===== src/rtl/verdict_stream_packer.sv =====
// rtl/verdict_stream_packer.sv - captures active monitor outputs with a timestamp, buffers and serialises them
//
// Ports:
//   clk, rst        clock; asynchronous active-high reset
//   en              global enable: advances the timestamp and allows capture
//   out_flat        monitor output values, output i at [i*DATA_W +: DATA_W]
//   out_aktv        per-output active flags
//   m_data/m_valid/m_ready/m_last  serialised word stream (header then active values)
//   fifo_level      records currently buffered (not counting the one being sent)
//   overflow        sticky record-drop flag
//   drop_cnt        saturating count of dropped records
module verdict_stream_packer #(
  parameter int NUM_OUT = 5,
  parameter int DATA_W  = 64,
  parameter int TS_W    = 32,
  parameter int DEPTH   = 8
) (
  input  logic                         clk,
  input  logic                         rst,
  input  logic                         en,
  input  logic [NUM_OUT*DATA_W-1:0]    out_flat,
  input  logic [NUM_OUT-1:0]           out_aktv,
  output logic [DATA_W-1:0]            m_data,
  output logic                         m_valid,
  input  logic                         m_ready,
  output logic                         m_last,
  output logic [$clog2(DEPTH+1)-1:0]   fifo_level,
  output logic                         overflow,
  output logic [15:0]                  drop_cnt
);

  localparam int PTR_W = (DEPTH > 1) ? $clog2(DEPTH) : 1;
  localparam int IDX_W = (NUM_OUT > 1) ? $clog2(NUM_OUT) : 1;
  localparam int LVL_W = $clog2(DEPTH + 1);
  localparam int REC_W = TS_W + NUM_OUT + NUM_OUT * DATA_W;

  localparam logic [1:0] S_IDLE = 2'd0;
  localparam logic [1:0] S_HDR  = 2'd1;
  localparam logic [1:0] S_DATA = 2'd2;

  logic [REC_W-1:0]          mem [DEPTH];
  logic [PTR_W-1:0]          wr_ptr, rd_ptr;
  logic [TS_W-1:0]           ts;
  logic [1:0]                state;

  // Working register: the record currently being serialised
  logic [TS_W-1:0]           w_ts;
  logic [NUM_OUT-1:0]        w_mask;
  logic [NUM_OUT*DATA_W-1:0] w_vals;
  logic [IDX_W-1:0]          idx;

  logic wr_req, full, empty, do_wr, drop, hs, do_pop, has_next;
  logic [IDX_W-1:0] first_idx, next_idx;

  assign wr_req = en && (|out_aktv);
  assign full   = (fifo_level == LVL_W'(DEPTH));
  assign empty  = (fifo_level == '0);
  // Fullness is taken before any same-edge pop, so a write to a full FIFO is lost
  assign do_wr  = wr_req && !full;
  assign drop   = wr_req && full;
  assign hs     = m_valid && m_ready;

  // Lowest set mask bit, and lowest set bit strictly above the current index
  always_comb begin
    first_idx = '0;
    next_idx  = '0;
    has_next  = 1'b0;
    for (int i = NUM_OUT - 1; i >= 0; i--) begin
      if (w_mask[i]) first_idx = IDX_W'(i);
      if (w_mask[i] && (i > int'(idx))) begin
        has_next = 1'b1;
        next_idx = IDX_W'(i);
      end
    end
  end

  // Pop when idle, or on the final word's handshake so records chain with no bubble
  assign do_pop = !empty && ((state == S_IDLE) || ((state == S_DATA) && hs && !has_next));

  always_comb begin
    m_data = '0;
    if (state == S_HDR) begin
      m_data[DATA_W-1 -: TS_W]  = w_ts;
      m_data[NUM_OUT-1:0]       = w_mask;
    end else if (state == S_DATA) begin
      m_data = w_vals[int'(idx)*DATA_W +: DATA_W];
    end
  end

  assign m_valid = (state != S_IDLE);
  assign m_last  = (state == S_DATA) && !has_next;

  always_ff @(posedge clk) begin
    if (do_wr) mem[wr_ptr] <= {ts, out_aktv, out_flat};
  end

  always_ff @(posedge clk or posedge rst) begin
    if (rst) begin
      ts         <= '0;
      wr_ptr     <= '0;
      rd_ptr     <= '0;
      fifo_level <= '0;
      overflow   <= 1'b0;
      drop_cnt   <= '0;
      state      <= S_IDLE;
      idx        <= '0;
      w_ts       <= '0;
      w_mask     <= '0;
      w_vals     <= '0;
    end else begin
      if (en) ts <= ts + 1'b1;
      if (do_wr) wr_ptr <= wr_ptr + 1'b1;
      if (do_pop) begin
        rd_ptr <= rd_ptr + 1'b1;
        {w_ts, w_mask, w_vals} <= mem[rd_ptr];
      end
      case ({do_wr, do_pop})
        2'b10:   fifo_level <= fifo_level + 1'b1;
        2'b01:   fifo_level <= fifo_level - 1'b1;
        default: fifo_level <= fifo_level;
      endcase
      if (drop) begin
        overflow <= 1'b1;
        if (drop_cnt != 16'hFFFF) drop_cnt <= drop_cnt + 1'b1;
      end
      case (state)
        S_IDLE: if (do_pop) state <= S_HDR;
        S_HDR: if (hs) begin
          state <= S_DATA;
          idx   <= first_idx;
        end
        S_DATA: if (hs) begin
          if (has_next)    idx   <= next_idx;
          else if (do_pop) state <= S_HDR;
          else             state <= S_IDLE;
        end
        default: state <= S_IDLE;
      endcase
    end
  end

endmodule


===== config.mk =====
export PLATFORM = sky130hd
export DESIGN_NAME = verdict_stream_packer
export DESIGN_NICKNAME = d
export VERILOG_FILES = /design/src/rtl/verdict_stream_packer.sv
export SDC_FILE = /design/constraint.sdc
export NUM_CORES = 2
export LEC_CHECK = 0
export ABC_CLOCK_PERIOD_IN_PS = 67100
export CAP_MARGIN = 20
export CORE_MARGIN = 4
export CORE_UTILIZATION = 40
export CTS_CLUSTER_DIAMETER = 40
export DETAILED_ROUTE_END_ITERATION = 6
export PLACE_DENSITY_LB_ADDON = 0.15
export SLEW_MARGIN = 5
export SYNTH_ARGS = -nofsm -noshare
export SYNTH_HDL_FRONTEND = slang
export SYNTH_SLANG_ARGS = --single-unit
export TNS_END_PERCENT = 100

===== constraint.sdc =====
create_clock -name clk -period 67.1 [get_ports clk]
set_input_delay 10.065 -clock clk [delete_from_list [all_inputs] [get_ports clk]]
set_output_delay 10.065 -clock clk [all_outputs]
set_load 0.05 [all_outputs]

==> results.sh <==
export IMPL_cts_tree="built"
export IMPL_grt_setup_unrepaired="false"
export IMPL_synthAdderAreaFrac_pct=0.0687
export IMPL_grt_pass1_wl_microns=501000
export IMPL_syn_inst=6118
export IMPL_row_count=206
export IMPL_grt_ovfl_total=0
export IMPL_firstDrtPassIters=7
export IMPL_fin_nets=7139
export IMPL_syn_area_per_cell_sq_um=20.8
export IMPL_setup_violations=0
export IMPL_clk_pin_slew_worst_paths_ns=0.06
export IMPL_fill_cells=25871
export IMPL_gp_congestion=0.778
export IMPL_die_area_sq_um=328000
export IMPL_fp_dieH_microns=572
export IMPL_yosys_top_cells_area="edfxtp_1, mux4_2, dfrtp_1"
export IMPL_drt_wl_total_microns=354000
export IMPL_worst_path_max_fanout=33
export IMPL_coreArea_sq_um=316000
export IMPL_maxSlewViolCount=0
export IMPL_worstMarginPinSlew_ns=1.14
export IMPL_synth_nets=6454
export IMPL_cellLeakagePower_nw=52.2
export IMPL_areaGrowthSynthToFinish_pct=20.1
export IMPL_synth_edf_count=2856
export IMPL_min_delay_start="overflow"
export IMPL_r2r_cells=8
export IMPL_synth_compound_area_share_pct=1.25
export IMPL_dieWidth_microns=572
export IMPL_wl_per_cell_microns=31.0
export IMPL_post_cts_buffers=0
export IMPL_cp_startpoint="idx[2]"
export IMPL_htree_levels=5
export IMPL_vias=62197
export IMPL_ir_drop_uv=42.6
export IMPL_grt_pass1_vias=63689
export IMPL_synth_area_mux_share_pct=18.6
export IMPL_outcome="finished clean"
export IMPL_fmax_mhz=64.2
export IMPL_reg2reg_to="mem[5][212]"
export IMPL_setup_tns_ns=0
export IMPL_final_common_cell="edfxtp_1"
export IMPL_drc_errors=0
export IMPL_ant_nets=0
export IMPL_layout_drive_gt1_share_pct=29.6
export IMPL_cts_made_buffers=463
export IMPL_layout_common_cells="edfxtp_1, nand2_1, mux4_2"
export IMPL_async_flop_share_pct=12.8
export IMPL_dp_hpwl_microns=216000
export IMPL_clock_latency_ns=0.96
export IMPL_pwr_density_cell_nw_per_um2=50.2
export IMPL_post_route_min_period_ns=15.57
export IMPL_hold_path_class="reg2reg"
export IMPL_drt_iter0_drc=5717
export IMPL_whs_path_depth=1
export IMPL_cts_buffer_depth=4
export IMPL_fin_crit_sh_pct=23.2
export IMPL_cp_end_kind="output port"
export IMPL_clock_skew_ns=0.0895
export IMPL_dp_cells=10498
export IMPL_syn_area_sq_um=127000
export IMPL_yosysTopAreaCell="edfxtp_1"
export IMPL_initial_core_util_pct=40.3
export IMPL_final_cell_count_no_fill=11428
export IMPL_synth_warnings=0
export IMPL_clock_root_buffer="clkbuf_16"
export IMPL_synth_top_family_by_area="multiplexers"
export IMPL_grt_max_degree=116
export IMPL_r2r_start="fifo_level[1]"
export IMPL_yosys_area_top_type_share_pct=67.3
export IMPL_clock_sinks=3277
export IMPL_yosys_area_share_simple_pct=2.94
export IMPL_hold_viol_final=0
export IMPL_relSlewSlack_pct=22.0
export IMPL_crit_arrival_ns=5.51
export IMPL_hold_buffers=0
export IMPL_drv_cap=0
export IMPL_synth_ff_type="edfxtp_1"
export IMPL_required_ns=57.03
export IMPL_hold_end="overflow"
export IMPL_grt_usage_pct=21.4
export IMPL_viasPerCell=5.44
export IMPL_rrSetupSlack_ns=61.27
export IMPL_yosysUniqueCellTypes=54
export IMPL_cts_resized=0
export IMPL_hold_slack_ns=0.475
export IMPL_yosysSeqAreaShare_pct=75.6
export IMPL_io_pins=416
export IMPL_antenna_found_initial=129
export IMPL_path_class="reg2out"
export IMPL_port_buffers=415
export IMPL_synthXorXnorAreaFrac_pct=0.364
export IMPL_synth_seq_cells=3277
export IMPL_cp_start_kind="register"
## synth_stat cells (2+ instances only)
| library cell | count |
|---|---|
| a21oi_1 | 4 |
| a22o_1 | 33 |
| a2bb2oi_1 | 60 |
| and2_1 | 3 |
| and3_1 | 10 |
| and4_1 | 7 |
| buf_1 | 41 |
| buf_2 | 75 |
| buf_6 | 33 |
| clkbuf_1 | 180 |
| dfrtp_1 | 421 |
| edfxtp_1 | 2856 |
| ha_1 | 7 |
| inv_1 | 8 |
| mux2_2 | 174 |
| mux2_4 | 286 |
| mux2i_1 | 131 |
| mux4_2 | 714 |
| nand2_1 | 800 |
| nand2b_1 | 4 |
| nand3_1 | 15 |
| nand4_1 | 16 |
| nor2_1 | 43 |
| nor2b_1 | 9 |
| nor3_1 | 7 |
| nor3b_1 | 3 |
| nor4_1 | 7 |
| nor4b_1 | 2 |
| o2111ai_1 | 4 |
| o211ai_1 | 6 |
| o21ai_0 | 20 |
| o21bai_1 | 2 |
| o22a_1 | 27 |
| o22ai_1 | 32 |
| o2bb2ai_1 | 6 |
| or2_2 | 2 |
| or4_1 | 2 |
| xnor2_1 | 36 |
| xor2_1 | 17 |
## how the worst max path moves through the flow
stage | to | slack [ns] | cells past startpoint
CTS | m_data[1] | 51.35 | 8
global route | m_data[1] | 51.43 | 8
global placement | mem[5][29] | 50.67 | 9
finish | m_data[1] | 51.53 | 8
detailed placement | mem[5][259] | 50.68 | 9
floorplan | mem[0][0] | 30.67 | 4
## routing by layer
layer	track usage, %	part of all wire [%]	vias to the layer above	wire length (microns)
li1	-	-	26230	-
met1	30.4	43	33521	153000
met2	33.5	47	1832	166000
met3	5.39	7.5	526	26700
met4	5.00	2.3	88	8140
met5	0	0.17	-	599
## cells by family (layout without fill, tap and decap cells)
group / Yosys count / after routing
AOI/OAI and AO/OA: 203 / 203
adders and majority gates: 7 / 7
muxes: 1305 / 1305
buffers and inverters: 338 / 1440
and+or+nand+nor: 935 / 935
xor gates and xnor gates: 53 / 53
other: 0 / 48
DFF: 3277 / 3277
## where the power goes
group | leakage, nW | internal, mW | switching [mW]
combinational | 13.5 | 1.03 | 1.31
clock | 7.86 | 1.56 | 0.956
sequential | 30.8 | 2.62 | 0.215
## metrics by stage
step           utilization, %  worst slack [ns]  total power [mW]  instance area [sq um]
2_1_floorplan               -             30.67              4.55                 127000
3_3_place_gp             43.2             50.67              5.25                 137000
3_5_place_dp             43.2             50.68              5.28                 137000
4_1_cts                  48.4             51.35              7.81                 153000
5_1_grt                  48.4             51.43              8.01                 153000
6_report                 48.5             51.53              7.69                 153000
## state kept, by name, summed over array words and instances, names as in the netlist
| register | count |
|---|---|
| mem | 2856 |
| overflow | 1 |
| w_mask | 5 |
| w_vals | 320 |
| ts | 32 |
| fifo_level | 4 |
| wr_ptr | 3 |
| w_ts | 32 |
| state | 2 |
| rd_ptr | 3 |
| drop_cnt | 16 |
| idx | 3 |
## worst max-delay path: stages (launching register included)
cell and delay (ns):
dfrtp_4 0.69, buf_4 0.39, nor2b_4 0.25, buf_4 0.44, buf_4 0.50, o2bb2ai_1 0.16
o21ai_0 0.17, o21ai_0 0.90, clkdlybuf4s50_1 0.98
## cell type report
| class | count | area [sq um] | share of cell area (%) |
|---|---|---|---|
| Clock buffer | 540 | 12200 | 7.95 |
| Inverter | 9 | 48.8 | 0.0319 |
| Timing Repair Buffer | 549 | 5320 | 3.48 |
| Multi-Input combinational cell | 2503 | 29700 | 19.4 |
| Tap cell | 4160 | 5200 | 3.40 |
| Sequential cell | 3277 | 96300 | 62.9 |
| Clock inverter | 342 | 4270 | 2.79 |
| Antenna cell | 48 | 120 | 0.0784 |
(Power assumes the default switching activity.)
